$ cat src/rtl/wb_stat_port.sv
// rtl/wb_stat_port.sv - Wishbone status-code port with FIFO and per-code hold timer for mprj_io[31:16].
// Codes written to DATA queue up and are shown on the pads one at a time, each for at least HOLD cycles.
module wb_stat_port #(
  parameter int          DEPTH      = 4,
  parameter logic [15:0] HOLD_RST   = 16'd16,
  parameter logic [15:0] RESET_CODE = 16'h0000
) (
  input  logic        mclk,
  input  logic        reset_n,
  input  logic        wbs_cyc_i,
  input  logic        wbs_stb_i,
  input  logic        wbs_we_i,
  input  logic [3:0]  wbs_adr_i,
  input  logic [31:0] wbs_dat_i,
  input  logic [3:0]  wbs_sel_i,
  output logic [31:0] wbs_dat_o,
  output logic        wbs_ack_o,
  output logic [15:0] stat_out,
  output logic [15:0] stat_oeb
);

  localparam int         AW       = (DEPTH > 1) ? $clog2(DEPTH) : 1;
  localparam logic [4:0] FULL_LVL = 5'(DEPTH);

  localparam logic [1:0] REG_DATA = 2'd0;
  localparam logic [1:0] REG_CTRL = 2'd1;
  localparam logic [1:0] REG_HOLD = 2'd2;

  logic [15:0]   mem_q [DEPTH];
  logic [AW-1:0] wr_ptr_q, wr_ptr_d;
  logic [AW-1:0] rd_ptr_q, rd_ptr_d;
  logic [4:0]    level_q, level_d;
  logic [15:0]   timer_q, timer_d;
  logic [15:0]   hold_q, hold_d;
  logic [15:0]   stat_q, stat_d;
  logic [15:0]   oeb_q, oeb_d;
  logic          oe_en_q, oe_en_d;
  logic          ack_q, ack_d;
  logic [31:0]   rdata_q, rdata_d;

  logic [1:0]  reg_sel;
  logic        req, stall, sample, wr, push, pop, flush, busy;
  logic [15:0] hold_load;
  logic        unused_bits;

  assign unused_bits = ^{wbs_sel_i, wbs_dat_i[31:16], wbs_adr_i[1:0]};

  // A full FIFO stalls only DATA writes; the free slot from a same-edge pop is used next edge.
  always_comb begin
    reg_sel   = wbs_adr_i[3:2];
    req       = wbs_cyc_i & wbs_stb_i & ~ack_q;
    stall     = req & wbs_we_i & (reg_sel == REG_DATA) & (level_q == FULL_LVL);
    sample    = req & ~stall;
    wr        = sample & wbs_we_i;
    push      = wr & (reg_sel == REG_DATA);
    flush     = wr & (reg_sel == REG_CTRL) & wbs_dat_i[1];
    pop       = (timer_q == 16'd0) & (level_q != 5'd0);
    busy      = (timer_q != 16'd0) | (level_q != 5'd0);
    hold_load = (hold_q == 16'd0) ? 16'd0 : (hold_q - 16'd1);
  end

  always_comb begin
    ack_d   = sample;
    rdata_d = rdata_q;
    if (sample) begin
      rdata_d = 32'h0;
      if (!wbs_we_i) begin
        case (reg_sel)
          REG_DATA: rdata_d = {16'h0, stat_q};
          REG_CTRL: rdata_d = {24'h0, level_q, busy, 1'b0, oe_en_q};
          REG_HOLD: rdata_d = {16'h0, hold_q};
          default:  rdata_d = 32'h0;
        endcase
      end
    end
  end

  always_comb begin
    hold_d  = hold_q;
    oe_en_d = oe_en_q;
    oeb_d   = oeb_q;
    if (wr && reg_sel == REG_HOLD) begin
      hold_d = wbs_dat_i[15:0];
    end
    if (wr && reg_sel == REG_CTRL) begin
      oe_en_d = wbs_dat_i[0];
      oeb_d   = wbs_dat_i[0] ? 16'h0000 : 16'hFFFF;
    end
  end

  // Flush discards everything queued, including a push at the same edge, but leaves the pads alone.
  always_comb begin
    wr_ptr_d = wr_ptr_q;
    rd_ptr_d = rd_ptr_q;
    level_d  = level_q;
    timer_d  = timer_q;
    stat_d   = stat_q;
    if (flush) begin
      wr_ptr_d = '0;
      rd_ptr_d = '0;
      level_d  = 5'd0;
      timer_d  = 16'd0;
    end else begin
      if (push) begin
        wr_ptr_d = wr_ptr_q + AW'(1);
      end
      if (pop) begin
        rd_ptr_d = rd_ptr_q + AW'(1);
        stat_d   = mem_q[rd_ptr_q];
        timer_d  = hold_load;
      end else if (timer_q != 16'd0) begin
        timer_d = timer_q - 16'd1;
      end
      case ({push, pop})
        2'b10:   level_d = level_q + 5'd1;
        2'b01:   level_d = level_q - 5'd1;
        default: level_d = level_q;
      endcase
    end
  end

  always_ff @(posedge mclk or negedge reset_n) begin
    if (!reset_n) begin
      for (int i = 0; i < DEPTH; i++) begin
        mem_q[i] <= 16'h0;
      end
      wr_ptr_q <= '0;
      rd_ptr_q <= '0;
      level_q  <= 5'd0;
      timer_q  <= 16'd0;
      hold_q   <= HOLD_RST;
      stat_q   <= RESET_CODE;
      oeb_q    <= 16'hFFFF;
      oe_en_q  <= 1'b0;
      ack_q    <= 1'b0;
      rdata_q  <= 32'h0;
    end else begin
      if (push && !flush) begin
        mem_q[wr_ptr_q] <= wbs_dat_i[15:0];
      end
      wr_ptr_q <= wr_ptr_d;
      rd_ptr_q <= rd_ptr_d;
      level_q  <= level_d;
      timer_q  <= timer_d;
      hold_q   <= hold_d;
      stat_q   <= stat_d;
      oeb_q    <= oeb_d;
      oe_en_q  <= oe_en_d;
      ack_q    <= ack_d;
      rdata_q  <= rdata_d;
    end
  end

  assign wbs_ack_o = ack_q;
  assign wbs_dat_o = rdata_q;
  assign stat_out  = stat_q;
  assign stat_oeb  = oeb_q;

endmodule

$ cat config.mk
export PLATFORM = sky130hd
export DESIGN_NAME = wb_stat_port
export DESIGN_NICKNAME = d
export VERILOG_FILES = /design/src/rtl/wb_stat_port.sv
export SDC_FILE = /design/constraint.sdc
export NUM_CORES = 1
export LEC_CHECK = 0
export BUFFER_PORTS_ARGS = -buffer_cell sky130_fd_sc_hd__buf_2
export CELL_PAD_IN_SITES_DETAIL_PLACEMENT = 1
export CELL_PAD_IN_SITES_GLOBAL_PLACEMENT = 2
export CORE_UTILIZATION = 42
export CTS_CLUSTER_SIZE = 30
export DETAILED_ROUTE_END_ITERATION = 6
export PLACE_DENSITY = 0.87
export SYNTH_ARGS = -nofsm -noshare
export SYNTH_HDL_FRONTEND = slang
export SYNTH_SLANG_ARGS = --single-unit
$ cat constraint.sdc
create_clock -name mclk -period 4.69 [get_ports mclk]
set_input_delay 0.2345 -clock mclk [delete_from_list [all_inputs] [get_ports mclk]]
set_output_delay 0.2345 -clock mclk [all_outputs]
set_load 0.005 [all_outputs]
==> results_tabular.tex, run 1 <==
\begin{tabular}{lr}
\hline
Metric & Value \\
\hline
\multicolumn{2}{l}{\textbf{CTS}} \\
\quad Sink Count & 140 \\
\quad TritonCTS buffer count & 17 \\
\quad Cell at the root of the clock tree & sky130\_fd\_sc\_hd\_\_clkbuf\_16 \\
\quad Post-CTS Repair Setup Buffers & 0 \\
\quad Number of gates given a new drive strength after cts & 0 \\
\quad H-tree level count & 4 \\
\quad CTS Buffer Depth & 2 \\
\quad Clock tree from TritonCTS & yes \\
\quad Hold\_buf cts & 1 \\
\quad Clock network latency to the later pin of the worst-skew pair & 0.43 ns \\
\quad Clock transition at the registers of the reported paths & 0.06 ns \\
\multicolumn{2}{l}{\textbf{Routing}} \\
\quad TritonRoute pass-1 iters & 4 \\
\quad DR vias & 4803 \\
\quad DR iter-0 viols & 228 \\
\quad Post-DR wirelength/cell & 21.6 um \\
\quad Routed vias/inst & 5.53 \\
\quad Post-route DRC & 0 \\
\quad Aggregate routed wire length & 18.8 mm \\
\quad Remaining antenna violation count & 0 \\
\multicolumn{2}{l}{\textbf{Yosys}} \\
\quad Post-synthesis cell area & 0.00732 mm2 \\
\quad Instance count of the mapped netlist & 593 \\
\quad EDFF count, synth & 0 \\
\quad Fraction of registers with async set or reset after synthesis & 1.00 \\
\quad Proportion of synthesized chip area in sequential cells & 0.479 \\
\quad Distinct cells, synth & 68 \\
\quad Main flop type after synthesis & sky130\_fd\_sc\_hd\_\_dfrtp\_1 \\
\quad Number of synthesized register bits & 140 \\
\quad Synth warn & 0 \\
\quad Mean cell area of the mapped netlist & 12.3 um2 \\
\multicolumn{2}{l}{\textbf{Timing}} \\
\quad Final critical delay including setup and external delays & 3.28 ns \\
\quad Final setup violation count & 0 \\
\quad Clock skew & 0.0134 ns \\
\quad Post-route fraction of the period consumed by the critical path & 0.700 \\
\quad Measured slew at the worst slew-check pin & 1.16 ns \\
\quad Sum of negative setup slack & 0 ns \\
\quad PnR worst setup slack & 1.41 ns \\
\quad Worst slew margin relative to its limit & 0.227 \\
\quad Hold violation count in the final report & 0 \\
\quad Final number of max-transition violations & 0 \\
\quad Unrepaired setup endpoints after global routing & no \\
\quad Peak clock frequency supported by timing & 0.305 GHz \\
\multicolumn{2}{l}{\textbf{Hold path}} \\
\quad Hold Crit Class & input port to register \\
\quad Worst hold path depth & 2 \\
\multicolumn{2}{l}{\textbf{Final layout}} \\
\quad Post-synthesis to final-layout area growth & 12.0\% \\
\quad Layout cells sized above 1 & 0.345 \\
\quad Highest-count cells in the layout ignoring fill and taps & sky130\_fd\_sc\_hd\_\_dfrtp\_1 (138), sky130\_fd\_sc\_hd\_\_mux2\_2 (71), sky130\_fd\_sc\_hd\_\_buf\_2 (70) \\
\quad Most common library cell in the layout ignoring fill and taps & sky130\_fd\_sc\_hd\_\_dfrtp\_1 \\
\quad Final-layout fill cell count & 1810 \\
\quad Final Instance Area & 0.00819 mm2 \\
\quad Post-route non-filler standard cell count & 869 \\
\quad Layout Nets & 694 \\
\quad Number of diodes added for antenna fixing & 0 \\
\multicolumn{2}{l}{\textbf{GRT}} \\
\quad Routing usage on met1 & 0.290 \\
\quad Global-route usage over all layers & 0.228 \\
\quad Layer carrying the most global-route usage & met2 \\
\quad First-pass GRT wire length & 30.4 mm \\
\quad Initial antenna violation count & 0 \\
\quad Number of global-route vias before repair & 5284 \\
\quad Largest net degree at the start of global routing & 90 \\
\quad GRT overflow & 0 \\
\quad Met2 layer usage reported by global route & 0.373 \\
\quad Global-route track usage on met3 & 0.0540 \\
\multicolumn{2}{l}{\textbf{Power and ir drop}} \\
\quad Static leakage power & 3.83 nW \\
\quad IR Drop Worst-Case VDD & 0.000285 V \\
\quad Post-layout power & 4.20 mW \\
\quad PwrDens & 513 mW/mm2 \\
\multicolumn{2}{l}{\textbf{Placed design}} \\
\quad Hpwl dp & 12.5 mm \\
\quad Count of buffers inserted at the top-level ports & 71 \\
\quad Dpl ws & 1.40 ns \\
\quad Number of cells after detailed placement & 837 \\
\quad Cell Area, Placed & 0.00758 mm2 \\
\quad Final GP Congestion & 0.874 \\
\multicolumn{2}{l}{\textbf{Run}} \\
\quad Number of max-cap violations & 0 \\
\multicolumn{2}{l}{\textbf{Floorplanning}} \\
\quad Die outline width & 134 um \\
\quad Die Area & 0.0180 mm2 \\
\quad Initial core utilization & 0.435 \\
\quad Area inside the core boundary & 0.0168 mm2 \\
\quad Core Rows & 47 \\
\quad Height of the chip & 134 um \\
\quad I/O pin count & 110 \\
\multicolumn{2}{l}{\textbf{Worst setup path}} \\
\quad Number of stages on the worst setup path & 9 \\
\quad Highest cell delay on the worst timing path & 0.87 ns \\
\quad Largest fanout on the critical path & 11 \\
\quad Count of cells along the worst register-to-register path & 9 \\
\quad Critical path class & register to register \\
\quad CP bufs+invs & 1 \\
\quad Kind of capture point of the worst setup path & register \\
\quad Crit path arrival time & 3.63 ns \\
\quad CP Launch Type & register \\
\quad Top cell by count, worst path & sky130\_fd\_sc\_hd\_\_mux2i\_1 \\
\quad WP data required & 5.04 ns \\
\quad Cell with the largest stage delay on the worst path & sky130\_fd\_sc\_hd\_\_a2111oi\_2 \\
\quad Dominant delay contributor by cell family on the critical path & compound AO/OA/AOI/OAI gates \\
\quad List of cells traversed by the critical path & nand4b\_1 -> a2111oi\_2 -> or3\_1 -> clkinv\_4 -> ha\_1 -> a21o\_1 -> a21oi\_1 -> mux2i\_1 -> mux2i\_1 \\
\multicolumn{2}{l}{\textbf{Outcome}} \\
\quad Outcome & complete, no violations \\
\hline
\end{tabular}
Yosys cell counts (5+ instances only):
cell                       instances  area (um2)
sky130_fd_sc_hd__xnor2_1          15         131
sky130_fd_sc_hd__a22oi_1           9        67.6
sky130_fd_sc_hd__clkbuf_1          9        33.8
sky130_fd_sc_hd__and2_1            5        31.3
sky130_fd_sc_hd__inv_1            12        45.0
sky130_fd_sc_hd__mux4_2           16         360
sky130_fd_sc_hd__nor3_1           13        65.1
sky130_fd_sc_hd__xor2_1           10        87.6
sky130_fd_sc_hd__buf_2             9        45.0
sky130_fd_sc_hd__mux2i_1          19         190
sky130_fd_sc_hd__a21oi_1          19        95.1
sky130_fd_sc_hd__nor4_1            7        43.8
sky130_fd_sc_hd__dfrtp_1         138        3450
sky130_fd_sc_hd__mux2_4           10         150
sky130_fd_sc_hd__buf_4            38         285
sky130_fd_sc_hd__mux2_2           71         800
sky130_fd_sc_hd__nand2_1          32         120
sky130_fd_sc_hd__nor2_1           30         113
sky130_fd_sc_hd__mux2_1           14         158
sky130_fd_sc_hd__o21ai_0           6        30.0
sky130_fd_sc_hd__buf_6             5        56.3
sky130_fd_sc_hd__nand3_1          10        50.1
sky130_fd_sc_hd__o31ai_1          17         128
sky130_fd_sc_hd__ha_1             11         138
final cells by class:
cell class | instances | area [um2] | area share
flip-flops and latches | 140 | 3510 | 0.428
multi-input cells | 390 | 3360 | 0.410
clock buffers | 20 | 467 | 0.0570
repair buffers | 75 | 394 | 0.0481
well taps | 220 | 275 | 0.0336
clock inverters | 11 | 135 | 0.0165
inverters | 13 | 53.8 | 0.00657
registers in the layout (all words and copies together), names as in the netlist:
signal,cells
hold_q,16
oe_en_q,1
wbs_ack_o,1
mem_q,64
rd_ptr_q,2
wbs_dat_o,16
wr_ptr_q,2
stat_oeb,1
level_q,5
stat_out,16
timer_q,16
worst reg2reg max path, delay by kind of cell (launching register included):
family                   cells  cell delay, ns
AND/OR/NAND/NOR              2            0.67
adder cells (fa/ha/maj)      1            0.34
AO/OA/AOI/OAI                3            1.23
flip-flops                   1            0.39
multiplexers                 2            0.45
buffers and inverters        1            0.13
metrics by stage:
step | hold WS [ns] | utilization
after global routing | 0.0893 | 0.487
after detailed placement | 0.358 | 0.451
after floorplan | -0.0611 | -
final | 0.0831 | 0.487
after CTS | 0.0655 | 0.487
after global placement | 0.352 | 0.451
kinds of logic after synthesis:
group | synth area share
mux | 0.227
flops | 0.479
xor+xnor | 0.0299
fa+ha+maj | 0.0215
simple gates | 0.102
compound gates | 0.0710
buf+inv | 0.0691
other cells | 0.000512
worst paths after layout:
kind | slack [ns] | to | start
max | 1.41 | level_q[4]$_DFFE_PN0P_ | wbs_ack_o$_DFF_PN0_
min | 0.08 | mem_q[11]$_DFFE_PN0P_ | wbs_dat_i[11]
max reg2reg | 1.41 | level_q[4]$_DFFE_PN0P_ | wbs_ack_o$_DFF_PN0_
min reg2reg | 0.47 | wbs_dat_o[5]$_DFFE_PN0N_ | wbs_dat_o[5]$_DFFE_PN0N_
max in group asynchronous | 3.09 | wr_ptr_q[1]$_DFFE_PN0P_ | reset_n
min in group asynchronous | 0.43 | mem_q[11]$_DFFE_PN0P_ | reset_n
routing by layer:
layer	vias up	routed length (um)
met4	0	428
met1	2481	8090
li1	2173	-
met3	28	1020
met5	-	0
met2	121	9250
power by group:
part | leakage, nW | internal (mW) | total (mW) | switching, mW
sequential | 1.84 | 1.50 | 1.83 | 0.325
combinational | 1.71 | 0.522 | 1.00 | 0.480
clock | 0.286 | 0.829 | 1.37 | 0.544
Note: power is estimated with default switching activity, not from simulation.
==> run 2: changes to the inputs <==
--- a/config.mk
+++ b/config.mk
@@ -5,13 +5,14 @@
 export SDC_FILE = /design/constraint.sdc
 export NUM_CORES = 1
 export LEC_CHECK = 0
+export ABC_AREA = 1
 export BUFFER_PORTS_ARGS = -buffer_cell sky130_fd_sc_hd__buf_2
 export CELL_PAD_IN_SITES_DETAIL_PLACEMENT = 1
 export CELL_PAD_IN_SITES_GLOBAL_PLACEMENT = 2
-export CORE_UTILIZATION = 42
+export CORE_UTILIZATION = 33
 export CTS_CLUSTER_SIZE = 30
 export DETAILED_ROUTE_END_ITERATION = 6
-export PLACE_DENSITY = 0.87
+export PLACE_DENSITY = 0.8
 export SYNTH_ARGS = -nofsm -noshare
 export SYNTH_HDL_FRONTEND = slang
 export SYNTH_SLANG_ARGS = --single-unit
==> constraint.sdc (replaced) <==
create_clock -name mclk -period 3.1 [get_ports mclk]
set_input_delay 0.155 -clock mclk [delete_from_list [all_inputs] [get_ports mclk]]
set_output_delay 0.155 -clock mclk [all_outputs]
set_load 0.005 [all_outputs]
==> run 2 against run 1 <==
  * Synthesized cell count rose by 65%
  * Setup slack got worse by 0.76 ns
  * First-iteration DRC count rose by 64%
  * Synthesized area rose by 3.5%
  * Global-route usage fell by 2.5 points
  * Core utilization fell by 10 points
  * Clock power rose by 45%
  * Clock skew fell by 0.00095 ns
  * Critical path type unchanged
  * Critical endpoint unchanged
  * Largest cell class unchanged
==> results_tabular.tex, run 2 <==
\begin{tabular}{lr}
\hline
Metric & Value \\
\hline
\multicolumn{2}{l}{\textbf{Outcome}} \\
\quad Outcome & complete, no violations \\
\multicolumn{2}{l}{\textbf{GRT}} \\
\quad GRT overflow & 0 (unchanged) \\
\quad Largest net degree at the start of global routing & 63 (-30\%) \\
\quad Global-route usage over all layers & 0.203 (-0.0249) \\
\quad Initial antenna violation count & 0 (unchanged) \\
\quad First-pass GRT wire length & 36.7 mm (+21\%) \\
\quad Number of global-route vias before repair & 6445 (+22\%) \\
\multicolumn{2}{l}{\textbf{Yosys}} \\
\quad EDFF count, synth & 0 (unchanged) \\
\quad Area share of and/or/nand/nor cells after synthesis & 0.240 (+0.137) \\
\quad Proportion of synthesized chip area in sequential cells & 0.463 (-0.0162) \\
\quad Main flop type after synthesis & sky130\_fd\_sc\_hd\_\_dfrtp\_1 \\
\quad Multiplexer fraction of the synthesized cell area & 0 (-0.227) \\
\quad Most frequent cell after synthesis & sky130\_fd\_sc\_hd\_\_nand2\_1 \\
\quad Top-area cell type share of the netlist area & 0.456 (-0.0160) \\
\quad Distinct cells, synth & 38 (-44\%) \\
\quad Ranking of synthesized cells by instance count & sky130\_fd\_sc\_hd\_\_nand2\_1 (183), sky130\_fd\_sc\_hd\_\_nor2\_1 (146), sky130\_fd\_sc\_hd\_\_dfrtp\_1 (138) \\
\quad Leading post-synthesis cells by cell area & sky130\_fd\_sc\_hd\_\_dfrtp\_1 (46\%), sky130\_fd\_sc\_hd\_\_nand2\_1 (9.1\%), sky130\_fd\_sc\_hd\_\_nor2\_1 (7.2\%) \\
\quad Mean cell area of the mapped netlist & 7.75 um2 (-37\%) \\
\quad Fraction of registers with async set or reset after synthesis & 1.00 (unchanged) \\
\quad Share of the synthesized area in compound gates (AO/OA/AOI/OAI) & 0.151 (+0.0799) \\
\quad Combinational family with the most area after synthesis & simple AND/OR/NAND/NOR gates \\
\quad Number of synthesized register bits & 140 (unchanged) \\
\quad Instance count of the mapped netlist & 978 (+65\%) \\
\quad Xor and xnor fraction of the mapped netlist area & 0.00925 (-0.0207) \\
\quad Share of synthesized cell area in full adder, half adder and majority cells & 0.0208 (-0.000729) \\
\quad Post-synthesis cell area & 0.00757 mm2 (+3.5\%) \\
\quad Most area-hungry cell type in the Yosys netlist & sky130\_fd\_sc\_hd\_\_dfrtp\_1 \\
\quad Synth warn & 0 (unchanged) \\
\multicolumn{2}{l}{\textbf{Placed design}} \\
\quad Final GP Congestion & 0.825 (-5.6\%) \\
\quad Hpwl dp & 16.4 mm (+31\%) \\
\quad Dpl ws & 0.652 ns (-0.743 ns) \\
\quad Count of buffers inserted at the top-level ports & 71 (unchanged) \\
\quad Cell Area, Placed & 0.00795 mm2 (+4.9\%) \\
\multicolumn{2}{l}{\textbf{Final layout}} \\
\quad Largest register by flop count & mem\_q \\
\quad Number of diodes added for antenna fixing & 0 (unchanged) \\
\quad Number of flip-flops under the largest register name & 64 (unchanged) \\
\quad Most common library cell in the layout ignoring fill and taps & sky130\_fd\_sc\_hd\_\_nand2\_1 \\
\quad Fin util & 0.384 (-0.104) \\
\quad Final-layout fill cell count & 2801 (+55\%) \\
\quad Layout cells sized above 1 & 0.136 (-0.209) \\
\quad Highest-count cells in the layout ignoring fill and taps & sky130\_fd\_sc\_hd\_\_nand2\_1 (183), sky130\_fd\_sc\_hd\_\_nor2\_1 (146), sky130\_fd\_sc\_hd\_\_dfrtp\_1 (138) \\
\quad Layout Nets & 1093 (+57\%) \\
\quad Area of the multi-input gates & 0.00324 mm2 (-3.5\%) \\
\quad Total area of sequential cells & 0.00351 mm2 (unchanged) \\
\quad Final Instance Area & 0.00866 mm2 (+5.7\%) \\
\quad Post-synthesis to final-layout area growth & 14.3\% \\
\multicolumn{2}{l}{\textbf{Worst setup path}} \\
\quad Dominant delay contributor by cell family on the critical path & simple AND/OR/NAND/NOR gates \\
\quad Crit path arrival time & 2.76 ns (-0.87 ns) \\
\quad WP data required & 3.41 ns (-1.63 ns) \\
\quad CP bufs+invs & 2 (+1) \\
\quad R2r endpoint & level\_q[4]\$\_DFFE\_PN0P\_ \\
\quad FF-to-FF setup slack & 0.65 ns (-0.76 ns) \\
\quad Critical path class & register to register \\
\quad Cell with the largest stage delay on the worst path & sky130\_fd\_sc\_hd\_\_dfrtp\_1 \\
\quad Top cell by count, worst path & sky130\_fd\_sc\_hd\_\_nand2\_1 \\
\quad Highest cell delay on the worst timing path & 0.41 ns (-0.46 ns) \\
\quad Count of cells along the worst register-to-register path & 16 (+7) \\
\quad Largest fanout on the critical path & 4 (-7) \\
\quad Number of stages on the worst setup path & 16 (+7) \\
\quad Launch instance of the worst register-to-register path & timer\_q[7]\$\_DFFE\_PN0P\_ \\
\quad Kind of capture point of the worst setup path & register \\
\quad CP Launch Type & register \\
\quad List of cells traversed by the critical path & nor2\_1 -> nand2\_1 -> nor2\_1 -> nand2\_1 -> nor2\_1 -> nand3\_1 -> inv\_1 -> ha\_1 -> a21oi\_1 -> nand2\_1 -> nand2\_1 -> nand2\_1 -> inv\_1 -> nand2\_1 -> nand3\_1 -> nand2\_1 \\
\multicolumn{2}{l}{\textbf{Routing}} \\
\quad TritonRoute pass-1 iters & 4 (unchanged) \\
\quad Aggregate routed wire length & 22.7 mm (+21\%) \\
\quad DR iter-0 viols & 373 (+64\%) \\
\quad Routed vias/inst & 4.84 (-12\%) \\
\quad Remaining antenna violation count & 0 (unchanged) \\
\quad Post-route DRC & 0 (unchanged) \\
\quad DR vias & 6458 (+34\%) \\
\quad Post-DR wirelength/cell & 17.0 um (-21\%) \\
\multicolumn{2}{l}{\textbf{CTS}} \\
\quad Clock network latency to the later pin of the worst-skew pair & 0.42 ns (about the same) \\
\quad Sink Count & 140 (unchanged) \\
\quad TritonCTS buffer count & 17 (unchanged) \\
\quad Clock transition at the registers of the reported paths & 0.06 ns (about the same) \\
\quad H-tree level count & 4 (unchanged) \\
\quad Clock tree from TritonCTS & yes \\
\quad CTS Buffer Depth & 2 (unchanged) \\
\quad Cell at the root of the clock tree & sky130\_fd\_sc\_hd\_\_clkbuf\_16 \\
\multicolumn{2}{l}{\textbf{Timing}} \\
\quad Clock skew & 0.0124 ns (-0.000951 ns) \\
\quad Final setup violation count & 0 (unchanged) \\
\quad Worst slew margin relative to its limit & 0.420 (+0.193) \\
\quad Post-route fraction of the period consumed by the critical path & 0.791 (+0.0913) \\
\quad Measured slew at the worst slew-check pin & 0.864 ns (-0.295 ns) \\
\quad Unrepaired setup endpoints after global routing & no \\
\quad Hold violation count in the final report & 0 (unchanged) \\
\quad Peak clock frequency supported by timing & 0.408 GHz (+34\%) \\
\quad Final critical delay including setup and external delays & 2.45 ns (-0.830 ns) \\
\quad Post-Route Hold Slack & 0.0157 ns (-0.0674 ns) \\
\quad Final number of max-transition violations & 0 (unchanged) \\
\quad Sum of negative setup slack & 0 ns (unchanged) \\
\quad PnR worst setup slack & 0.647 ns (-0.760 ns) \\
\multicolumn{2}{l}{\textbf{Hold path}} \\
\quad Worst hold path depth & 3 (+1) \\
\quad Hold Crit Class & input port to register \\
\quad Min-delay src & wbs\_dat\_i[0] \\
\quad Worst Hold Endpoint & mem\_q[16]\$\_DFFE\_PN0P\_ \\
\multicolumn{2}{l}{\textbf{Floorplanning}} \\
\quad Area inside the core boundary & 0.0226 mm2 (+34\%) \\
\quad Initial core utilization & 0.336 (-0.0995) \\
\quad I/O pin count & 110 (unchanged) \\
\quad Core Rows & 55 (+17\%) \\
\quad Height of the chip & 154 um (+15\%) \\
\quad Die outline width & 154 um (+15\%) \\
\quad Die Area & 0.0236 mm2 (+31\%) \\
\multicolumn{2}{l}{\textbf{Run}} \\
\quad Number of max-cap violations & 0 (unchanged) \\
\multicolumn{2}{l}{\textbf{Power and ir drop}} \\
\quad IR Drop Worst-Case VDD & 0.000333 V (+17\%) \\
\quad PwrDens & 804 mW/mm2 (+57\%) \\
\quad Static leakage power & 4.35 nW (+13\%) \\
\hline
\end{tabular}
[run 2: cell types whose count changed after synthesis, sizes merged, moves of 17 or more]
| cell | delta |
|---|---|
| o31ai | -17 |
| inv | +97 |
| nor2 | +132 |
| nand2 | +155 |
| o21ai | +96 |
| nand3 | +45 |
| mux2 | -95 |
| a21oi | +68 |
| mux2i | -19 |
[run 2: metrics by stage]
stage,power [mW],std cells
after floorplan,4.28,993
after global placement,4.94,1288
after detailed placement,5.00,1288
after CTS,7.04,1333
after global routing,7.48,1333
final,6.96,1333
[run 2: cell type report]
cell class              instances  area share
multi-input cells             674       0.375
flip-flops and latches        140       0.405
clock inverters                11      0.0129
well taps                     285      0.0412
inverters                     111      0.0481
repair buffers                 92      0.0655
clock buffers                  20      0.0527
[run 2: how the worst max path moves through the flow]
stage	endpoint	startpoint	slack (ns)
CTS	level_q[4]$_DFFE_PN0P_	timer_q[7]$_DFFE_PN0P_	0.65
global route	level_q[4]$_DFFE_PN0P_	timer_q[7]$_DFFE_PN0P_	0.30
floorplan	level_q[4]$_DFFE_PN0P_	timer_q[0]$_DFFE_PN0P_	1.01
detailed placement	level_q[4]$_DFFE_PN0P_	timer_q[7]$_DFFE_PN0P_	0.65
global placement	level_q[4]$_DFFE_PN0P_	timer_q[7]$_DFFE_PN0P_	0.69
finish	level_q[4]$_DFFE_PN0P_	timer_q[7]$_DFFE_PN0P_	0.65
[run 2: worst reg2reg max path, delay by kind of cell, from the launching register on]
kind                       cells  cell delay (ns)
buffers and inverters          2             0.21
AOI/OAI and AO/OA              1             0.21
adders and majority gates      1             0.28
DFF                            1             0.41
and+or+nand+nor               12             1.24
[run 2: per-layer routing]
layer  track usage  vias to the layer above  share of wire  wire length [um]
met5             0                        -              0                 0
met4        0.0552                        0          0.017               379
met3        0.0400                       20          0.043               973
met2         0.323                       98           0.47             10600
met1         0.282                     3127           0.47             10700
li1              -                     3213              -                 -
[run 2: what timing repair did]
action / CTS / global route
resized for setup: 0 / 0
buffers inserted: 0 / 0
hold buffers: 14 / 0
setup endpoints to repair: 0 / 0
endpoints found under the hold margin: 72 / 0
[run 2: cells by family (layout without fill, tap and decap cells)]
kind of cell | after synthesis | count (layout)
buffers and inverters | 179 | 234
other | 1 | 16
AOI/OAI and AO/OA | 216 | 216
DFF | 140 | 140
and+or+nand+nor | 422 | 422
xor gates and xnor gates | 8 | 8
adders and majority gates | 12 | 12
[run 2: power by group]
| part | switching [mW] | internal [mW] |
|---|---|---|
| Clock | 0.829 | 1.15 |
| Sequential | 0.420 | 2.42 |
| Combinational | 1.35 | 0.789 |
